--- config.mk ---
export PLATFORM = sky130hd
export DESIGN_NAME = ssd_scan_sched
export DESIGN_NICKNAME = d
export VERILOG_FILES = /design/src/rtl/ssd_scan_sched.sv
export SDC_FILE = /design/constraint.sdc
export NUM_CORES = 1
export LEC_CHECK = 0
export ABC_AREA = 0
export BUFFER_PORTS_ARGS = -buffer_cell sky130_fd_sc_hd__buf_2
export CAP_MARGIN = 40
export CORE_ASPECT_RATIO = 1.25
export CORE_UTILIZATION = 50
export CTS_CLUSTER_SIZE = 20
export DETAILED_ROUTE_END_ITERATION = 7
export GPL_TIMING_DRIVEN = 0
export PLACE_DENSITY = 0.81
export SYNTH_ARGS = -nofsm -noshare
export SYNTH_HDL_FRONTEND = slang
export SYNTH_SLANG_ARGS = --single-unit
--- constraint.sdc ---
create_clock -name clk -period 2.4 [get_ports clk]
set_input_delay 0.24 -clock clk [delete_from_list [all_inputs] [get_ports clk]]
set_output_delay 0.24 -clock clk [all_outputs]
set_load 0.01 [all_outputs]
--- src/rtl/ssd_scan_sched.sv ---
// Seven-segment scan sequencer: dwell-rate digit index, per-slot blank window, frame-synchronous display commit.
// Latency: clk_ctl/blank/in0..in3 registered, frame_tick combinational; upd_ready low while a word waits for the frame boundary.
module ssd_scan_sched #(
  parameter int DIV_W = 16,
  parameter int DWELL = 50000,
  parameter int BLANK = 500
) (
  input  logic             clk,
  input  logic             rst_n,
  input  logic             upd_valid,
  input  logic [15:0]      upd_data,
  output logic             upd_ready,
  input  logic [3:0]       digit_en,
  output logic [1:0]       clk_ctl,
  output logic [3:0]       in0,
  output logic [3:0]       in1,
  output logic [3:0]       in2,
  output logic [3:0]       in3,
  output logic             blank,
  output logic             frame_tick
);

  localparam logic [DIV_W-1:0] LAST    = DIV_W'(DWELL - 1);
  localparam logic [DIV_W-1:0] BLANK_N = DIV_W'(BLANK);

  logic [DIV_W-1:0] cnt;
  logic [DIV_W-1:0] cnt_nxt;
  logic [1:0]       ctl_nxt;
  logic             wrap;
  logic             blank_r;
  logic             blank_nxt;
  logic             first_r;
  logic [15:0]      pending;
  logic             pending_full;

  // blank is computed one cycle ahead from the next cnt/clk_ctl so the
  // registered value lines up exactly with the slot it gates.
  always_comb begin
    wrap      = (cnt == LAST);
    cnt_nxt   = wrap ? '0 : cnt + DIV_W'(1);
    ctl_nxt   = wrap ? clk_ctl + 2'd1 : clk_ctl;
    blank_nxt = (cnt_nxt < BLANK_N) | ~digit_en[ctl_nxt];
  end

  assign frame_tick = (clk_ctl == 2'd3) && wrap;
  assign upd_ready  = ~pending_full;

  // With no blank window the first post-reset cycle follows digit 0's enable directly.
  assign blank = (BLANK == 0 && first_r) ? ~digit_en[0] : blank_r;

  always_ff @(posedge clk or negedge rst_n) begin
    if (!rst_n) begin
      cnt          <= '0;
      clk_ctl      <= 2'd0;
      blank_r      <= 1'b1;
      first_r      <= 1'b1;
      in0          <= 4'd0;
      in1          <= 4'd0;
      in2          <= 4'd0;
      in3          <= 4'd0;
      pending      <= 16'd0;
      pending_full <= 1'b0;
    end else begin
      cnt     <= cnt_nxt;
      clk_ctl <= ctl_nxt;
      blank_r <= blank_nxt;
      first_r <= 1'b0;
      if (frame_tick && pending_full) begin
        {in0, in1, in2, in3} <= pending;
        pending_full         <= 1'b0;
      end else if (upd_valid && upd_ready) begin
        pending      <= upd_data;
        pending_full <= 1'b1;
      end
    end
  end

endmodule

==> impl_metrics.csv, run 1 <==
group,metric,value,unit
outcome,outcome,"complete, no violations",
die,row_count,27,
die,core_area,4530,sq um
worst_setup_path,cp_common_cell,"nand3_4",
clock_network,cts_tree,"built",
power_and_ir_drop,p_leak,1.50,nW
clock_network,root_buffer,"clkbuf_8",
worst_setup_path,cp.required,2.60,ns
timing,hold_slack,0.143,ns
routing,drtIter0Drc,109,
cells_and_area,area_growth_syn_to_layout,25.0,%
power_and_ir_drop,power.density,497,nW/um^2
worst_setup_path,slowest_delay,0.55,ns
worst_setup_path,r2r-start,"cnt[1]",
logic_synthesis,yosys_warnings,0,
grt,track_usage,0.184,
clock_network,clockBufferDepth,2,
clock_network,worstSkewPairLatency,0.31,ns
cells_and_area,final_common_cell,"dfrtp_1",
die,die_h,79.8,um
logic_synthesis,syn_nets,211,
grt,grt_pass1_wl,7.33,mm
placed_design,port_buffers,43,
worst_setup_path,start_kind,"flop",
hold_path,min_from,"upd_valid",
timing,tightest_slew,0.602,ns
hold_path,hold_path.class,"in2reg",
worst_setup_path,r2r_cells,7,
timing,clock_skew,0.0136,ns
cells_and_area,n_antenna_cell,0,
cells_and_area,utilization,0.669,
die,io_pins,44,
worst_setup_path,r2r-end,"in0[2]",
worst_setup_path,end_kind,"flop",
routing,wl_per_cell,15.4,um
die,die_w,64.2,um
placed_design,place_congestion,0.837,
clock_network,cts_sinks,52,
routing,post-route-drc-count,0,
logic_synthesis,synth_cell_types,39,
routing,first_pass_iters,4,
grt,grt-ovfl-total,0,
power_and_ir_drop,ir_worst_vdd,0.280,mV
routing,vias,1670,
cells_and_area,drive_above_1_share,0.484,
clock_network,cts_buffers,5,
timing,period_share,0.971,
logic_synthesis,yosysSeqAreaShare,0.538,
routing,routed_via_density,5.35,
worst_setup_path,rrSetupSlack,0.07,ns
die,die_area,5130,sq um
timing,max_freq,429,MHz
clock_network,h-tree-depth,2,
die,initial_core_util,0.535,
timing,period_needed,2.33,ns
logic_synthesis,netlist_instances,186,
logic_synthesis,syn_area_per_cell,13.0,sq um
timing,final_hold_viol_count,0,
timing,setup_viol,0,
grt,antenna_found_initial,0,
placed_design,dp_hpwl,3.09,mm
logic_synthesis,synth_seq_cells,52,
worst_setup_path,crit_chain,"ha_4 > nand3_4 > or4_4 > nor4_4 > nand3_4 > clkbuf_16 > mux2_4",
run,cap_violations,0,
worst_setup_path,arrival,2.53,ns
timing,finalMaxSlewViolations,0,
routing,ant_nets,0,
cells_and_area,final_cell_mix,"dfrtp_1, buf_2, mux2_2, buf_4, nor2_1",
power_and_ir_drop,finalPower,0.00150,W
hold_path,min_to,"pending_full",
timing,max_slew_margin,0.595,
hold_path,min_path_cells,2,
logic_synthesis,synth_area,2420,sq um
worst_setup_path,worstPathMaxFanout,8,
clock_network,path_clk_slew,0.10,ns
grt,grt_max_degree,32,
routing,finalWirelength,4.80,mm
cells_and_area,fillCellCount,333,
cells_and_area,fin_nets,278,
grt,grt_pass1_vias,1603,
worst_setup_path,crit_path_top_delay_cell,"or4_4",
worst_setup_path,crit_type,"reg2reg",
==> critical path, delay by kind of cell (launching register included) <==
family	cells	cell delay (ns)
multiplexers	1	0.30
flip-flops	1	0.41
buffers and inverters	1	0.20
adder cells (fa/ha/maj)	1	0.18
AND/OR/NAND/NOR	4	1.13
==> synthesized netlist by cell type, drive strengths merged <==
master   n  area share
dfstp    1       0.011
xor2     7       0.025
nand3    8       0.022
nor3b    2      0.0062
o21a     1      0.0031
and2     1      0.0026
or4      1      0.0047
nand2    6      0.0093
inv      5      0.0078
nand4b   1      0.0036
nor4     6       0.024
a31o     1      0.0036
and3b    1      0.0036
nor3     6       0.012
or3      3      0.0098
dfrtp   51        0.53
nor2b    2      0.0052
or3b     1      0.0036
clkbuf   4      0.0062
o31ai    2      0.0062
nand4    3      0.0078
ha       2       0.010
mux2i    2      0.0083
buf      5       0.012
nor2    11       0.017
mux2    37        0.19
and4     1      0.0036
mux4     1      0.0093
xnor2   10       0.036
o211ai   1      0.0031
nor4b    1      0.0036
and3     2      0.0052
==> flip-flops by register name, summed over array words and instances, names as in the netlist <==
register	count
blank	1
cnt	16
in3	4
clk_ctl	2
in1	4
in2	4
in0	4
pending	16
pending_full	1
==> layer usage <==
layer / GRT usage / vias to the layer above / part of all wire
met5: 0 / - / 0
met4: 0.0467 / 0 / 0.010
met3: 0.0414 / 8 / 0.041
met2: 0.318 / 43 / 0.55
met1: 0.232 / 829 / 0.40
li1: - / 790 / -
==> cell type report <==
cell class | instances | area (sq um) | share of cell area
clock buffer | 6 | 72.6 | 0.0240
sequential | 52 | 1300 | 0.431
buffer | 7 | 48.8 | 0.0161
inverter | 5 | 18.8 | 0.00620
clock inverter | 2 | 16.3 | 0.00537
multi-input combinational | 120 | 1100 | 0.363
timing repair buffer | 62 | 394 | 0.130
tap | 58 | 72.6 | 0.0240
==> stage by stage <==
stage	worst slack [ns]	TNS (ns)	cells	instance area [sq um]
floorplan	0.0373	0	186	2420
global placement	-0.238	-2.38	287	2710
detailed placement	-0.249	-2.51	288	2730
CTS	0.0307	0	302	2880
global route	-0.0171	-0.0460	312	3030
finish	0.0708	0	312	3030
==> logic make-up (layout without fill, tap and decap cells) <==
family	Yosys count	count (layout)	share of synthesized area
XOR/XNOR	17	17	0.0615
adder cells (fa/ha/maj)	2	2	0.0103
flip-flops	52	52	0.538
multiplexers	40	40	0.204
AND/OR/NAND/NOR	56	56	0.144
buffers and inverters	14	82	0.0264
AO/OA/AOI/OAI	5	5	0.0160
==> timing repair <==
action,in CTS,in global routing
hold buffers,1,0
cloned,0,1
setup endpoints to repair,18,14
pin swaps,1,5
setup buffers,5,11
endpoints found under the hold margin,20,0
gates resized for setup,3,9
==> worst max path at each step <==
stage,from,endpoint
after global routing,cnt[1],in0[2]
after detailed placement,cnt[0],in1[1]
after global placement,cnt[0],in0[2]
after floorplan,cnt[0],in0[0]
after CTS,cnt[11],in1[2]
final,cnt[1],in0[2]
==> where the power goes <==
part,total [W],internal (W),switching [W]
clock,0.000497,0.000208,0.000289
sequential,0.000928,0.000910,0.0000173
combinational,0.0000781,0.0000463,0.0000318
Power figures use the tool's default switching activity.
==> run 2: changes to the inputs <==
CORE_ASPECT_RATIO = default   (was 1.25)
==> impl_metrics.csv, run 2 (synthesis results as in run 1) <==
group,metric,value,unit
outcome,outcome,"complete, no violations",
routing,ant_nets,0,
worst_setup_path,crit_chain,"or3_4 > or4_4 > nor4_4 > nand3_4 > buf_6 > mux2_4",
grt,antenna_found_initial,0,
timing,setup_viol,0,
timing,hold_slack,0.146,ns
clock_network,clockBufferDepth,2,
power_and_ir_drop,finalPower,0.00160,W
timing,period_needed,2.29,ns
routing,post-route-drc-count,0,
cells_and_area,area_growth_syn_to_layout,20.2,%
cells_and_area,drive_above_1_share,0.450,
die,die_h,71.6,um
timing,max_freq,437,MHz
placed_design,place_congestion,0.828,
timing,period_share,0.953,
grt,grt_pass1_vias,1726,
cells_and_area,final_cell_mix,"dfrtp_1, buf_2, mux2_2, nor2_1, xnor2_1",
routing,drtIter0Drc,66,
clock_network,cts_buffers,5,
grt,grt-ovfl-total,0,
clock_network,cts_tree,"built",
routing,first_pass_iters,4,
power_and_ir_drop,p_comb_frac,0.049,
clock_network,path_clk_slew,0.09,ns
worst_setup_path,end_kind,"flop",
clock_network,h-tree-depth,2,
timing,clock_skew,0.00820,ns
power_and_ir_drop,switchingPower,0.000334,W
timing,rsz0062_at_grt,"no",
routing,vias,1636,
worst_setup_path,start_kind,"flop",
run,cap_violations,0,
worst_setup_path,crit_path_top_delay_cell,"or4_4",
timing,finalSetupTns,0,ns
placed_design,dp.cells,282,
power_and_ir_drop,p_leak,1.43,nW
clock_network,root_buffer,"clkbuf_8",
worst_setup_path,worstPathMaxFanout,10,
timing,max_slew_margin,0.625,
worst_setup_path,cp.required,2.59,ns
die,io_pins,44,
placed_design,dp_hpwl,3.39,mm
die,row_count,24,
power_and_ir_drop,clockPowerShare,0.370,
cells_and_area,largestRegisters,"cnt: 16 flops, pending: 16 flops",
cells_and_area,final_common_cell,"dfrtp_1",
die,die_area,5120,sq um
cells_and_area,fin_nets,266,
routing,finalWirelength,4.67,mm
routing,wl_per_cell,15.9,um
clock_network,worstSkewPairLatency,0.30,ns
cells_and_area,utilization,0.646,
die,die_w,71.6,um
grt,grt_max_degree,33,
timing,final_hold_viol_count,0,
cells_and_area,n_antenna_cell,0,
power_and_ir_drop,sw_frac_of_total,0.209,
worst_setup_path,slowest_delay,0.51,ns
worst_setup_path,arrival,2.48,ns
power_and_ir_drop,power.density,549,nW/um^2
timing,finalMaxSlewViolations,0,
routing,routed_via_density,5.56,
clock_network,cts_sinks,52,
cells_and_area,stdcell_count,294,
hold_path,hold_path.class,"in2reg",
power_and_ir_drop,ir_worst_vdd,0.375,mV
timing,tightest_slew,0.563,ns
worst_setup_path,crit_type,"reg2reg",
power_and_ir_drop,p_int,0.00127,W
power_and_ir_drop,p_seq_frac,0.581,
die,initial_core_util,0.538,
die,core_area,4500,sq um
grt,track_usage,0.200,
grt,grt_pass1_wl,7.80,mm
placed_design,port_buffers,43,
worst_setup_path,cp_num_buf_inv,1,
worst_setup_path,critPathTopFamily,"simple AND/OR/NAND/NOR gates",
==> run 2: area by class of cell <==
cell class	count	area, sq um
clock buffers	5	68.8
fillers	337	1590
plain buffers	9	45.0
clock inverters	3	42.5
repair buffers	48	268
flip-flops and latches	52	1300
multi-input cells	120	1100
inverters	5	18.8
well taps	52	65.1
==> run 2: power groups by stage <==
stage	Sequential (W)	Combinational (W)	Clock (W)
3_3_place_gp	0.000942	0.0000711	0
3_5_place_dp	0.000947	0.0000794	0
6_report	0.000928	0.0000787	0.000592
5_1_grt	0.000933	0.0000876	0.000644
2_1_floorplan	0.000939	0.0000356	0
4_1_cts	0.000929	0.0000808	0.000604
==> run 2: per-stage QoR <==
step	setup WS [ns]	area [sq um]
floorplan	0.0373	2420
global placement	-0.244	2700
detailed placement	-0.251	2720
CTS	0.0178	2880
global route	0.0118	2910
finish	0.112	2910
==> run 2: final timing paths <==
kind                             from      endpoint  slack, ns  cells after the start
max in group asynchronous       rst_n        cnt[3]       1.44                      3
setup / recovery              cnt[11]        in2[1]       0.11                      6
min in group asynchronous       rst_n       cnt[12]       0.43                      2
hold / removal              upd_valid  pending_full       0.15                      2
setup reg to reg              cnt[11]        in2[1]       0.11                      6
hold reg to reg            pending[3]    pending[3]       0.51                      1
==> run 2: timing repair <==
item	4_1_cts	5_1_grt
pin swaps	1	2
setup buffers	1	2
hold endpoints to repair	19	0
endpoints found under the setup margin	18	1
resized for setup	5	2
hold buffers	1	0
==> run 2: routing by layer <==
metal | wire length (um) | GRT usage | vias up
li1 | - | - | 771
met1 | 2020 | 0.257 | 823
met2 | 2440 | 0.341 | 37
met3 | 155 | 0.0323 | 5
met4 | 58 | 0.0806 | 0
met5 | 0 | 0 | -
